==> src/rtl/barrel_thread_scheduler.sv <==
// Barrel core slot sequencer: strict round-robin thread rotation for the
// multithreaded register file, per-slot issue validity, a writeback valid
// delay line with per-thread kill, and run/drain control.
module barrel_thread_scheduler #(
    parameter  int unsigned NUM_THREADS  = 8,
    parameter  int unsigned PIPE_DEPTH   = 5,
    localparam int unsigned BITS_THREADS = $clog2(NUM_THREADS)
) (
    input  logic                    clk,
    input  logic                    reset,
    input  logic                    start,
    input  logic                    stop,
    input  logic [NUM_THREADS-1:0]  thread_enable,
    input  logic [NUM_THREADS-1:0]  thread_stall,
    input  logic                    kill_valid,
    input  logic [BITS_THREADS-1:0] kill_tid,
    output logic [BITS_THREADS-1:0] tid_read,
    output logic                    issue_valid,
    output logic [BITS_THREADS-1:0] tid_write,
    output logic                    wb_valid,
    output logic                    busy,
    output logic [31:0]             issue_count
);

    typedef enum logic [1:0] {
        ST_IDLE  = 2'd0,
        ST_RUN   = 2'd1,
        ST_DRAIN = 2'd2
    } state_t;

    // Writeback slot trails the issue slot by the pipeline depth, mod thread count.
    localparam logic [BITS_THREADS-1:0] DEPTH_MOD = BITS_THREADS'(PIPE_DEPTH);

    state_t                state;
    state_t                state_next;

    // v[k] is the valid bit of the instruction issued k cycles ago,
    // owned by thread (tid_read - k) mod NUM_THREADS.
    logic [PIPE_DEPTH:1]   v;
    logic [PIPE_DEPTH:1]   v_next;

    logic                  kill_here;
    logic                  pipe_empty;

    assign tid_write  = tid_read - DEPTH_MOD;
    assign wb_valid   = v[PIPE_DEPTH];
    assign busy       = (state != ST_IDLE);
    assign pipe_empty = (v == '0);
    assign kill_here  = kill_valid & (kill_tid == tid_read);

    // Issue qualification for the thread owning the current slot.
    always_comb begin
        issue_valid = (state == ST_RUN)
                    & thread_enable[tid_read]
                    & ~thread_stall[tid_read]
                    & ~kill_here;
    end

    // FSM next-state: start launches, stop drains, drain ends when the pipe is empty.
    always_comb begin
        state_next = state;
        case (state)
            ST_IDLE: begin
                if (start && !stop) begin
                    state_next = ST_RUN;
                end
            end
            ST_RUN: begin
                if (stop) begin
                    state_next = ST_DRAIN;
                end
            end
            ST_DRAIN: begin
                if (pipe_empty) begin
                    state_next = ST_IDLE;
                end
            end
            default: begin
                state_next = ST_IDLE;
            end
        endcase
    end

    // New slot enters the delay line already qualified against kill.
    assign v_next[1] = issue_valid;

    // Shift the delay line; an entry whose owning thread is being killed is dropped.
    for (genvar k = 2; k <= PIPE_DEPTH; k++) begin : g_shift
        localparam logic [BITS_THREADS-1:0] AGE = BITS_THREADS'(k - 1);
        logic [BITS_THREADS-1:0] owner;
        assign owner     = tid_read - AGE;
        assign v_next[k] = v[k-1] & ~(kill_valid & (kill_tid == owner));
    end

    // FSM state register.
    always_ff @(posedge clk) begin
        if (reset) begin
            state <= ST_IDLE;
        end else begin
            state <= state_next;
        end
    end

    // Rotation never stalls; the copy-back relies on every slot being visited in order.
    always_ff @(posedge clk) begin
        if (reset) begin
            tid_read <= '0;
        end else begin
            tid_read <= tid_read + BITS_THREADS'(1);
        end
    end

    // Writeback valid delay line; reset discards everything in flight.
    always_ff @(posedge clk) begin
        if (reset) begin
            v <= '0;
        end else begin
            v <= v_next;
        end
    end

    // Free-running count of issued instructions, wrapping at 2^32.
    always_ff @(posedge clk) begin
        if (reset) begin
            issue_count <= '0;
        end else if (issue_valid) begin
            issue_count <= issue_count + 32'd1;
        end
    end

endmodule

==> config.mk <==
export PLATFORM = sky130hd
export DESIGN_NAME = barrel_thread_scheduler
export DESIGN_NICKNAME = d
export VERILOG_FILES = /design/src/rtl/barrel_thread_scheduler.sv
export SDC_FILE = /design/constraint.sdc
export NUM_CORES = 1
export LEC_CHECK = 0
export CAP_MARGIN = 20
export CELL_PAD_IN_SITES_DETAIL_PLACEMENT = 1
export CELL_PAD_IN_SITES_GLOBAL_PLACEMENT = 2
export CORE_AREA = 2 2 100 102
export DETAILED_ROUTE_END_ITERATION = 10
export DIE_AREA = 0 0 102 104
export GPL_TIMING_DRIVEN = 0
export PLACE_DENSITY_LB_ADDON = 0.1
export SLEW_MARGIN = 20
export SYNTH_ARGS = -nofsm -noshare
export SYNTH_HDL_FRONTEND = slang
export SYNTH_SLANG_ARGS = --single-unit
==> constraint.sdc <==
create_clock -name clk -period 1.8 [get_ports clk]
set_clock_uncertainty 0.05 [all_clocks]
set_input_delay 0.18 -clock clk [delete_from_list [all_inputs] [get_ports clk]]
set_output_delay 0.18 -clock clk [all_outputs]
set_load 0.05 [all_outputs]
==> results of run 1 <==
metrics by stage:
stage / utilization, % / cell area, um^2 / total power, mW / hold WS [ns]
after floorplan: - / 2330 / 1.20 / 0.209
after global placement: 32.8 / 3130 / 1.33 / 0.371
after detailed placement: 32.8 / 3130 / 1.34 / 0.378
after CTS: 36.5 / 3490 / 2.06 / 0.289
after global routing: 38.4 / 3660 / 2.14 / 0.359
final: 38.4 / 3660 / 2.04 / 0.314
how the worst max path moves through the flow:
stage	start	end	slack, ns	depth (start not counted)
detailed placement	kill_tid[1]	issue_valid	-1.13	8
finish	tid_read[1]	issue_valid	-0.37	8
CTS	tid_read[1]	issue_valid	-0.42	8
floorplan	tid_read[1]	issue_count[3]	-0.30	9
global route	tid_read[1]	issue_valid	-0.44	8
global placement	kill_tid[1]	issue_valid	-1.14	8
cells in the final DEF, fill, tap and decap left out, drive strengths merged, types with 10 or more instances in the layout:
cell and instances:
or4 10, dfxtp 42, nor2 15, a21oi 26, clkdlybuf4s50 45, or3 14
nand3 13, buf 38, clkbuf 11, dlymetal6s2s 10, nand2 19, inv 12
o21ai 17
layout make-up:
type / count / share of cell area (%)
tap: 133 / 4.54
multi-input combinational: 198 / 39.4
clock inverter: 2 / 0.376
inverter: 12 / 1.43
timing repair buffer: 91 / 25.0
clock buffer: 6 / 1.98
sequential: 42 / 24.3
buffer: 12 / 3.01
flip-flops by register name, indices dropped and copies added (netlist names):
register,count
tid_read,3
issue_count,32
v,5
state,2
worst reg2reg max path, delay by kind of cell, from the launching register on:
family	cells	cell delay, ns
AOI/OAI and AO/OA	2	0.34
buffers and inverters	4	0.55
xor gates and xnor gates	1	0.14
and+or+nand+nor	3	0.61
DFF	1	0.36
layer usage:
layer,GRT usage (%),vias to the layer above
met1,18.0,1118
met3,2.28,6
met4,3.43,0
li1,-,1160
met5,0,-
met2,23.7,42
cell usage after synthesis, types with 2 or more instances:
cell	number
sky130_fd_sc_hd__xnor2_1	5
sky130_fd_sc_hd__nor2_1	15
sky130_fd_sc_hd__nor2b_1	4
sky130_fd_sc_hd__o21ai_0	13
sky130_fd_sc_hd__clkbuf_1	5
sky130_fd_sc_hd__inv_1	11
sky130_fd_sc_hd__o21ai_1	4
sky130_fd_sc_hd__o31ai_1	5
sky130_fd_sc_hd__o21a_1	9
sky130_fd_sc_hd__or4_1	10
sky130_fd_sc_hd__nor3_1	6
sky130_fd_sc_hd__and3_1	6
sky130_fd_sc_hd__nor3b_1	2
sky130_fd_sc_hd__or4b_1	2
sky130_fd_sc_hd__o31a_1	3
sky130_fd_sc_hd__ha_1	3
sky130_fd_sc_hd__buf_6	4
sky130_fd_sc_hd__or2_2	2
sky130_fd_sc_hd__xor2_2	2
sky130_fd_sc_hd__dfxtp_1	42
sky130_fd_sc_hd__xor2_1	2
sky130_fd_sc_hd__nand2b_1	5
sky130_fd_sc_hd__nor4_1	4
sky130_fd_sc_hd__buf_2	2
sky130_fd_sc_hd__or3_1	14
sky130_fd_sc_hd__nand2_1	19
sky130_fd_sc_hd__a21oi_1	26
sky130_fd_sc_hd__nand4_4	2
sky130_fd_sc_hd__nand3_1	12
sky130_fd_sc_hd__nand4_1	7
timing repair:
item,4_1_cts,5_1_grt
pin swaps,5,12
endpoints found under the setup margin,40,45
cloned,2,0
setup buffers,17,9
gates resized for setup,49,29
cell families after synthesis:
logic type	Yosys count	share of synthesized area, %
muxes	2	0.949
and+or+nand+nor	116	30.8
buffers and inverters	24	5.64
AOI/OAI and AO/OA	68	19.2
DFF	42	37.5
adders and majority gates	3	1.68
xor gates and xnor gates	9	4.19
power breakdown:
| part | internal [mW] | switching (mW) | leakage [nW] |
|---|---|---|---|
| Sequential | 0.932 | 0.0118 | 0.354 |
| Combinational | 0.216 | 0.237 | 1.03 |
| Clock | 0.275 | 0.370 | 0.0452 |
| Total | 1.42 | 0.619 | 1.43 |
==> flow_metrics.py, run 1 <==
metrics = {
    "routing": {
        "starting_drc_count_in_detailed_routing": 57,
        "ant_nets": 0,
        "routed_wirelength_um": 7280,
        "route.top_layer_used": "met4",
        "wl_met3_um": 228,
        "firstDrtPassIters": 4,
        "wl_met1_um": 3430,
        "route.detailed.drc": 0,
        "vias": 2326,
        "viasPerCell": 4.69,
        "detail_route.wl_per_cell_um": 14.7,
        "met2_wirelength_um": 3550,
    },
    "worst_hold_path": {
        "hold_path_startpoint": "reset",
        "hold_class": "input port to register",
        "holdPathEnd": "issue_count[28]",
        "worstHoldPathCells": 3,
    },
    "setup_path": {
        "critical_path.reg2reg.endpoint": "issue_count[3]",
        "r2r_slack_ns": -0.34,
        "crit_chain": "buf_6 > xor2_2 > or4b_4 > o2111a_4 > nand3_4 > buf_8 > inv_8 > buf_8",
        "reg2regPathDepth": 10,
        "criticalPathCategory": "register to output port",
        "critical-path-top-cell-by-count": "sky130_fd_sc_hd__buf_8",
        "slowest_stage": "sky130_fd_sc_hd__or4b_4",
        "critical_path_peak_fanout": 6,
        "worst-endpoint-required_ns": 1.57,
        "critical-path-max-stage-delay_ns": 0.50,
        "startpoint_of_the_lowest_slack_register_to_register_path": "tid_read[1]",
        "setup.worst_path.end_class": "output port",
        "worstPathArrival_ns": 1.94,
        "crit_path_start_kind": "register",
        "cp_num_buf_inv": 4,
        "timing.critical_path.max_delay_family": "simple AND/OR/NAND/NOR gates",
    },
    "final_layout": {
        "number_of_diodes_added_for_antenna_fixing": 0,
        "multi_input_comb_area_mm2": 0.00144,
        "layout-area-overhead-vs-synth_pct": 63.4,
        "net_total_in_the_final_layout": 389,
        "register_area_um2": 890,
        "n_fill_cell": 1144,
        "fin_cells": 496,
        "drive_gt1_share_pct": 30.3,
    },
    "place": {
        "port-buffer-count": 63,
        "dpl.hpwl_um": 5150,
        "routabilityCongestion": 0.730,
        "placed_cells_incl_taps": 460,
        "post-place-ws_ns": -1.13,
    },
    "yosys": {
        "dominant_synthesized_flop_cell": "sky130_fd_sc_hd__dfxtp_1",
        "post-synth-top-area-fraction_pct": 37.5,
        "yosys_warnings": 0,
        "yosys_register_bits": 42,
        "synth_top_area_cell": "sky130_fd_sc_hd__dfxtp_1",
        "synth.top_cells.by_area": "sky130_fd_sc_hd__dfxtp_1 (38%), sky130_fd_sc_hd__a21oi_1 (5.8%), sky130_fd_sc_hd__or3_1 (3.9%)",
        "post_synth_inst_count": 264,
        "synth.avg_cell_area_um2": 8.49,
        "synth_edf_count": 0,
        "async_flop_share_pct": 0,
        "synth_seq_area_share_pct": 37.5,
        "syn_area_mm2": 0.00224,
        "mappedNetlistNets": 291,
        "netlist-cell-type-count": 48,
    },
    "clocking": {
        "cts_hold_repair.buffers": 0,
        "clk_pin_slew_worst_setup_hold_paths_ns": 0.09,
        "cts_made_buffers": 5,
        "clock-root-buffer": "sky130_fd_sc_hd__clkbuf_8",
        "clockBufferDepth": 2,
        "cts_tree": "built",
        "cts.sinks": 42,
        "cts.htree.levels": 2,
        "insertion_delay_ns": 0.31,
    },
    "grt": {
        "number_of_antenna_violations_at_the_first_check_in_global_routing": 0,
        "grt_remaining_overflow": 0,
        "total_routing_usage_reported_by_global_routing_pct": 13.9,
        "vias_in_the_first_global_route": 2397,
        "grt_max_degree": 14,
        "grt_first_pass_wirelength_um": 11900,
    },
    "timing": {
        "fin_setup_tns_ns": -9.65,
        "timing.final.hold_violations": 0,
        "setup_viol": 34,
        "worst_slew_pin_slew_ns": 0.712,
        "final-max-slew-violation-count": 0,
        "setup_slack_ns": -0.372,
        "max_freq_mhz": 460,
        "finalCritPeriodShare_pct": 121,
        "period_minus_slack_ns": 2.17,
        "rsz0062_at_grt": "yes",
        "timing.slew.headroom_pct": 52.5,
    },
    "floorplanning": {
        "starting_utilization_of_the_core_area_pct": 23.5,
        "overall_die_width_um": 102,
        "i_o_pin_count": 65,
        "die_area_mm2": 0.0106,
        "die-height_um": 104,
        "core.rowCount": 36,
        "core_mm2": 0.00955,
    },
    "pwr": {
        "total_leakage_power_nw": 1.43,
        "power-per-cell-area_mw_per_mm2": 557,
        "ir_drop_uv": 248,
    },
    "flow_run": {
        "drv.max_cap_violation_count": 0,
    },
    "outcome": {
        "outcome": "complete, but fails checks",
        "violations": "negative setup slack",
    },
}
Power figures use the tool's default switching activity.
==> run 2, diff against run 1 <==
--- a/config.mk
+++ b/config.mk
@@ -17,3 +17,4 @@
 export SYNTH_ARGS = -nofsm -noshare
 export SYNTH_HDL_FRONTEND = slang
 export SYNTH_SLANG_ARGS = --single-unit
+export TNS_END_PERCENT = 30
==> run 2 against run 1 <==
The run still ends with negative setup slack left. Critical path depth did not move. Worst hold slack got worse by 0.014 ns. Register-to-register slack got worse by 0.02 ns. Clock power rose by 22%. Via count rose by 1.6%. Cell count rose by 0.60%. Non-clock buffer count rose by 2. Sequential power rose by 0.5%. Sequential share of layout area fell by 1.2 points. Global-route usage rose by 0.26 points. Final area rose by 5.1%. Largest power group unchanged.
==> flow_metrics.py, run 2 (synthesized netlist as in run 1, its figures left out) <==
metrics = {
    "final_layout": {
        "number_of_diodes_added_for_antenna_fixing": 0,
        "layout.core_utilization_pct": 40.3,
        "largestRegisters": "issue_count (32), v (5), tid_read (3)",
        "drive_gt1_share_pct": 32.2,
        "largest_reg_flops": 32,
        "largest_register": "issue_count",
        "net_total_in_the_final_layout": 392,
        "layout-area-overhead-vs-synth_pct": 71.7,
        "layout_commonest_cell": "sky130_fd_sc_hd__clkdlybuf4s50_1",
        "fin_cells": 499,
        "final_cell_mix": "sky130_fd_sc_hd__clkdlybuf4s50_1 (44), sky130_fd_sc_hd__a21oi_1 (20), sky130_fd_sc_hd__nand2_1 (19), sky130_fd_sc_hd__buf_4 (19), sky130_fd_sc_hd__dfxtp_2 (18)",
    },
    "grt": {
        "grt_first_pass_wirelength_um": 12200,
        "number_of_antenna_violations_at_the_first_check_in_global_routing": 0,
        "grt_remaining_overflow": 0,
        "total_routing_usage_reported_by_global_routing_pct": 14.2,
        "vias_in_the_first_global_route": 2355,
        "grt_max_degree": 15,
    },
    "floorplanning": {
        "die-height_um": 104,
        "core_mm2": 0.00955,
        "core.rowCount": 36,
        "starting_utilization_of_the_core_area_pct": 23.5,
        "die_area_mm2": 0.0106,
        "i_o_pin_count": 65,
        "overall_die_width_um": 102,
    },
    "routing": {
        "viasPerCell": 4.74,
        "starting_drc_count_in_detailed_routing": 36,
        "ant_nets": 0,
        "detail_route.wl_per_cell_um": 15.4,
        "routed_wirelength_um": 7680,
        "firstDrtPassIters": 4,
        "route.detailed.drc": 0,
        "vias": 2363,
    },
    "place": {
        "routabilityCongestion": 0.691,
        "post-place-ws_ns": -1.14,
        "port-buffer-count": 63,
        "placed_cells_incl_taps": 460,
        "dpl.hpwl_um": 5130,
    },
    "clocking": {
        "cts_tree": "built",
        "cts.sinks": 42,
        "cts_made_buffers": 5,
        "cts.htree.levels": 2,
        "clk_pin_slew_worst_setup_hold_paths_ns": 0.10,
        "clock-root-buffer": "sky130_fd_sc_hd__clkbuf_8",
        "insertion_delay_ns": 0.30,
        "clockBufferDepth": 2,
        "cts_hold_repair.buffers": 0,
    },
    "outcome": {
        "violations": "negative setup slack",
        "outcome": "complete, but fails checks",
    },
    "pwr": {
        "seq_power_share_pct": 42.7,
        "sw_frac_of_total_pct": 28.6,
        "ir_drop_uv": 403,
        "proportion_of_power_drawn_by_the_clock_network_pct": 35.5,
        "internal_power_mw": 1.59,
        "power-per-cell-area_mw_per_mm2": 577,
        "total_leakage_power_nw": 1.55,
        "power_frac_comb_pct": 21.8,
        "switching_component_of_the_power_uw": 636,
    },
    "timing": {
        "final-max-slew-violation-count": 0,
        "timing.slew.headroom_pct": 52.5,
        "max_freq_mhz": 455,
        "timing.final.hold_violations": 0,
        "setup_viol": 34,
        "finalCritPeriodShare_pct": 122,
        "whs_ns": 0.300,
        "rsz0062_at_grt": "yes",
        "setup_slack_ns": -0.396,
        "worst_slew_pin_slew_ns": 0.713,
        "period_minus_slack_ns": 2.20,
    },
    "setup_path": {
        "crit_path_start_kind": "register",
        "worstPathArrival_ns": 1.97,
        "critical_path_peak_fanout": 7,
        "r2r_slack_ns": -0.36,
        "worst-endpoint-required_ns": 1.57,
        "criticalPathCategory": "register to output port",
        "setup.worst_path.end_class": "output port",
    },
    "flow_run": {
        "drv.max_cap_violation_count": 0,
    },
    "worst_hold_path": {
        "hold_class": "input port to register",
    },
}
-- run 2: cell types whose count changed in the layout (fill, tap and decap cells not counted), sizes merged --
cell           previous run  this run
clkbuf                   11        14
dlymetal6s2s             10        13
dlygate4sd2               4         2
buf                      38        37
bufinv                    0         1
clkdlybuf4s15             1         0
clkdlybuf4s50            45        44
clkinv                    2         1
inv                      12        13
nand4                     9        10
-- run 2: path summary, 6_finish.rpt --
path	startpoint	to	depth (start not counted)
worst max register to register	tid_read[1]	issue_count[4]	10
worst min register to register	v[4]	v[5]	2
worst max-delay path	tid_read[1]	issue_valid	8
worst min-delay path	reset	issue_count[28]	3
-- run 2: final cells by class --
class	instances	area (um^2)
plain buffers	11	98.8
clock buffers	5	68.8
clock inverters	3	43.8
fillers	1123	5700
inverters	12	52.6
multi-input cells	199	1540
flip-flops and latches	42	890
well taps	133	166
repair buffers	94	992
-- run 2: what timing repair did --
| item | 4_1_cts | 5_1_grt |
|---|---|---|
| setup endpoints to repair | 39 | 45 |
| pin swaps | 8 | 21 |
| resized for setup | 40 | 63 |
| cloned | 2 | 2 |
| setup buffers | 12 | 17 |
-- run 2: per-stage QoR --
stage	TNS [ns]	power [mW]	area, um^2
2_1_floorplan	-6.99	1.19	2310
3_3_place_gp	-20.45	1.33	3110
3_5_place_dp	-21.12	1.33	3110
4_1_cts	-11.30	2.18	3440
5_1_grt	-13.64	2.34	3850
6_report	-10.45	2.22	3850
-- run 2: power groups by stage --
stage                     sequential (mW)  combinational [mW]  clock [mW]
after floorplan                     0.989               0.204           0
after global placement              0.968               0.357           0
after detailed placement            0.968               0.359           0
after CTS                           0.948               0.409       0.824
after global routing                0.951               0.518       0.873
final                               0.948               0.485       0.789
-- run 2: per-layer routing --
layer / routed length, um / track usage [%] / share of wire (%) / vias up
li1: - / - / - / 1165
met1: 3590 / 19.5 / 47 / 1156
met4: 30 / 2.29 / 0.39 / 0
met5: 0 / 0 / 0 / -
met3: 237 / 2.42 / 3.1 / 2
met2: 3820 / 23.4 / 50 / 40
-- run 2: critical path, cell delays in order (launching register included) --
cell	delay (ns)
sky130_fd_sc_hd__dfxtp_4	0.36
sky130_fd_sc_hd__buf_6	0.13
sky130_fd_sc_hd__xor2_2	0.14
sky130_fd_sc_hd__or4b_4	0.49
sky130_fd_sc_hd__o2111a_4	0.17
sky130_fd_sc_hd__nand3_4	0.08
sky130_fd_sc_hd__buf_8	0.12
sky130_fd_sc_hd__inv_8	0.03
sky130_fd_sc_hd__buf_8	0.14
==> run 3, diff against run 2 <==
--- a/config.mk
+++ b/config.mk
@@ -12,7 +12,7 @@
 export DETAILED_ROUTE_END_ITERATION = 10
 export DIE_AREA = 0 0 102 104
 export GPL_TIMING_DRIVEN = 0
-export PLACE_DENSITY_LB_ADDON = 0.1
+export PLACE_DENSITY = 0.83
 export SLEW_MARGIN = 20
 export SYNTH_ARGS = -nofsm -noshare
 export SYNTH_HDL_FRONTEND = slang
==> run 3 against run 2 <==
The flow still finishes with violations (negative setup slack). Core utilization down 1.7 points. Flip-flop and latch count unchanged. First-iteration DRC count is 110% higher. Clock power down 17%. Clock-buffer cell count up 2. Power is 7.2% lower. Critical path depth unchanged. Global-route usage shrank 0.83 points. Critical path type unchanged. Critical endpoint unchanged. Largest cell class unchanged. Highest routed layer unchanged.
==> flow_metrics.py, run 3 (synthesized netlist as in run 1, its figures left out) <==
metrics = {
    "outcome": {
        "outcome": "complete, but fails checks",
        "violations": "negative setup slack",
    },
    "routing": {
        "routed_wirelength_um": 7340,
        "viasPerCell": 4.84,
        "vias": 2392,
        "firstDrtPassIters": 4,
        "starting_drc_count_in_detailed_routing": 74,
        "route.detailed.drc": 0,
        "detail_route.wl_per_cell_um": 14.9,
        "ant_nets": 0,
    },
    "place": {
        "post-place-ws_ns": -1.13,
        "dpl.hpwl_um": 5030,
        "port-buffer-count": 63,
        "routabilityCongestion": 0.734,
    },
    "clocking": {
        "clock-root-buffer": "sky130_fd_sc_hd__clkbuf_8",
        "cts_made_buffers": 5,
        "clockBufferDepth": 2,
        "clk_pin_slew_worst_setup_hold_paths_ns": 0.08,
        "cts.sinks": 42,
        "insertion_delay_ns": 0.30,
        "cts_tree": "built",
        "cts.htree.levels": 2,
    },
    "pwr": {
        "total_leakage_power_nw": 1.43,
        "ir_drop_uv": 278,
        "power-per-cell-area_mw_per_mm2": 560,
    },
    "floorplanning": {
        "die-height_um": 104,
        "starting_utilization_of_the_core_area_pct": 23.5,
        "i_o_pin_count": 65,
        "overall_die_width_um": 102,
        "die_area_mm2": 0.0106,
        "core_mm2": 0.00955,
        "core.rowCount": 36,
    },
    "setup_path": {
        "crit_chain": "buf_6 > xor2_2 > or4b_4 > o2111a_4 > nand3_4 > buf_8 > inv_8 > buf_8",
        "crit_path_start_kind": "register",
        "setup.worst_path.end_class": "output port",
        "criticalPathCategory": "register to output port",
        "critical-path-max-stage-delay_ns": 0.49,
        "worstPathArrival_ns": 1.95,
        "slowest_stage": "sky130_fd_sc_hd__or4b_4",
        "critical-path-top-cell-by-count": "sky130_fd_sc_hd__buf_8",
        "worst-endpoint-required_ns": 1.57,
        "critical_path_peak_fanout": 7,
    },
    "timing": {
        "rsz0062_at_grt": "yes",
        "timing.slew.headroom_pct": 56.3,
        "whs_ns": 0.253,
        "worst_slew_pin_slew_ns": 0.656,
        "final-max-slew-violation-count": 0,
        "setup_slack_ns": -0.382,
        "timing.final.hold_violations": 0,
        "finalCritPeriodShare_pct": 121,
        "max_freq_mhz": 458,
        "setup_viol": 34,
        "period_minus_slack_ns": 2.18,
    },
    "grt": {
        "grt_remaining_overflow": 0,
        "number_of_antenna_violations_at_the_first_check_in_global_routing": 0,
        "total_routing_usage_reported_by_global_routing_pct": 13.3,
        "grt_max_degree": 13,
        "vias_in_the_first_global_route": 2318,
        "grt_first_pass_wirelength_um": 11400,
    },
    "flow_run": {
        "drv.max_cap_violation_count": 0,
    },
    "final_layout": {
        "layout-area-overhead-vs-synth_pct": 64.4,
        "number_of_diodes_added_for_antenna_fixing": 0,
        "final_cell_mix": "sky130_fd_sc_hd__clkdlybuf4s50_1 (46), sky130_fd_sc_hd__buf_4 (21), sky130_fd_sc_hd__a21oi_1 (20), sky130_fd_sc_hd__nand2_1 (19), sky130_fd_sc_hd__dfxtp_2 (18)",
        "largest_register": "issue_count",
        "n_fill_cell": 1138,
        "largestRegisters": "issue_count (32), v (5), tid_read (3)",
        "drive_gt1_share_pct": 29.6,
        "layout.core_utilization_pct": 38.6,
        "largest_reg_flops": 32,
        "net_total_in_the_final_layout": 387,
        "layout_commonest_cell": "sky130_fd_sc_hd__clkdlybuf4s50_1",
    },
    "worst_hold_path": {
        "hold_class": "input port to register",
    },
}
[run 3: cell count changes in the layout (fill, tap and decap cells not counted), moves of 2 or more]
cell                              delta
sky130_fd_sc_hd__o21ai_0             +3
sky130_fd_sc_hd__dlygate4sd2_1       +2
sky130_fd_sc_hd__nand3_2             +2
sky130_fd_sc_hd__nand3_4             -2
sky130_fd_sc_hd__clkdlybuf4s50_1     +2
sky130_fd_sc_hd__dlymetal6s2s_1      -4
sky130_fd_sc_hd__buf_6               -5
sky130_fd_sc_hd__buf_4               +2
sky130_fd_sc_hd__o21ai_1             -2
[run 3: where the power goes]
group | leakage (nW) | internal (mW) | switching [mW] | total [mW]
Combinational | 1.03 | 0.222 | 0.239 | 0.461
Sequential | 0.354 | 0.932 | 0.0128 | 0.944
Clock | 0.0482 | 0.310 | 0.346 | 0.657
[run 3: stage by stage]
stage          power [mW]  instance area, um^2  TNS (ns)  std cells
6_report             2.06                 3680     -9.09        494
5_1_grt              2.15                 3680    -12.54        494
4_1_cts              2.03                 3340    -11.55        479
3_5_place_dp         1.32                 3110    -20.77        460
3_3_place_gp         1.32                 3110    -19.67        460
2_1_floorplan        1.19                 2310     -6.99        264
[run 3: final timing paths]
check	to	slack (ns)	start	cells after the start
setup / recovery	issue_valid	-0.38	tid_read[1]	8
hold / removal	issue_count[28]	0.25	reset	3
setup reg to reg	issue_count[11]	-0.33	tid_read[2]	8
hold reg to reg	v[5]	0.41	v[4]	2
[run 3: critical path: cells and delay by family (launching register included)]
kind                   cells  cell delay [ns]
AND/OR/NAND/NOR            2             0.56
buffers and inverters      4             0.42
flip-flops                 1             0.36
XOR/XNOR                   1             0.14
AO/OA/AOI/OAI              1             0.17
[run 3: layout make-up]
| cell class | count | area [um^2] | area share, % |
|---|---|---|---|
| buffer | 12 | 110 | 2.99 |
| clock buffer | 7 | 86.3 | 2.34 |
| clock inverter | 1 | 5.00 | 0.136 |
| inverter | 12 | 52.6 | 1.43 |
| multi-input combinational | 199 | 1480 | 40.0 |
| sequential | 42 | 890 | 24.1 |
| tap | 133 | 166 | 4.52 |
| timing repair buffer | 88 | 900 | 24.4 |
[run 3: timing repair]
| item | in CTS | in global routing |
|---|---|---|
| gates cloned | 0 | 4 |
| hold buffers | 0 | 0 |
| setup buffers | 11 | 11 |
| resized for setup | 37 | 44 |
| pin swaps | 3 | 19 |
| setup endpoints to repair | 38 | 42 |
[run 3: layer usage]
metal / routed length [um] / part of all wire [%] / GRT usage (%)
met1: 3310 / 45 / 17.9
met2: 3700 / 50 / 21.8
met3: 277 / 3.8 / 2.96
met4: 57 / 0.78 / 2.86
met5: 0 / 0 / 0
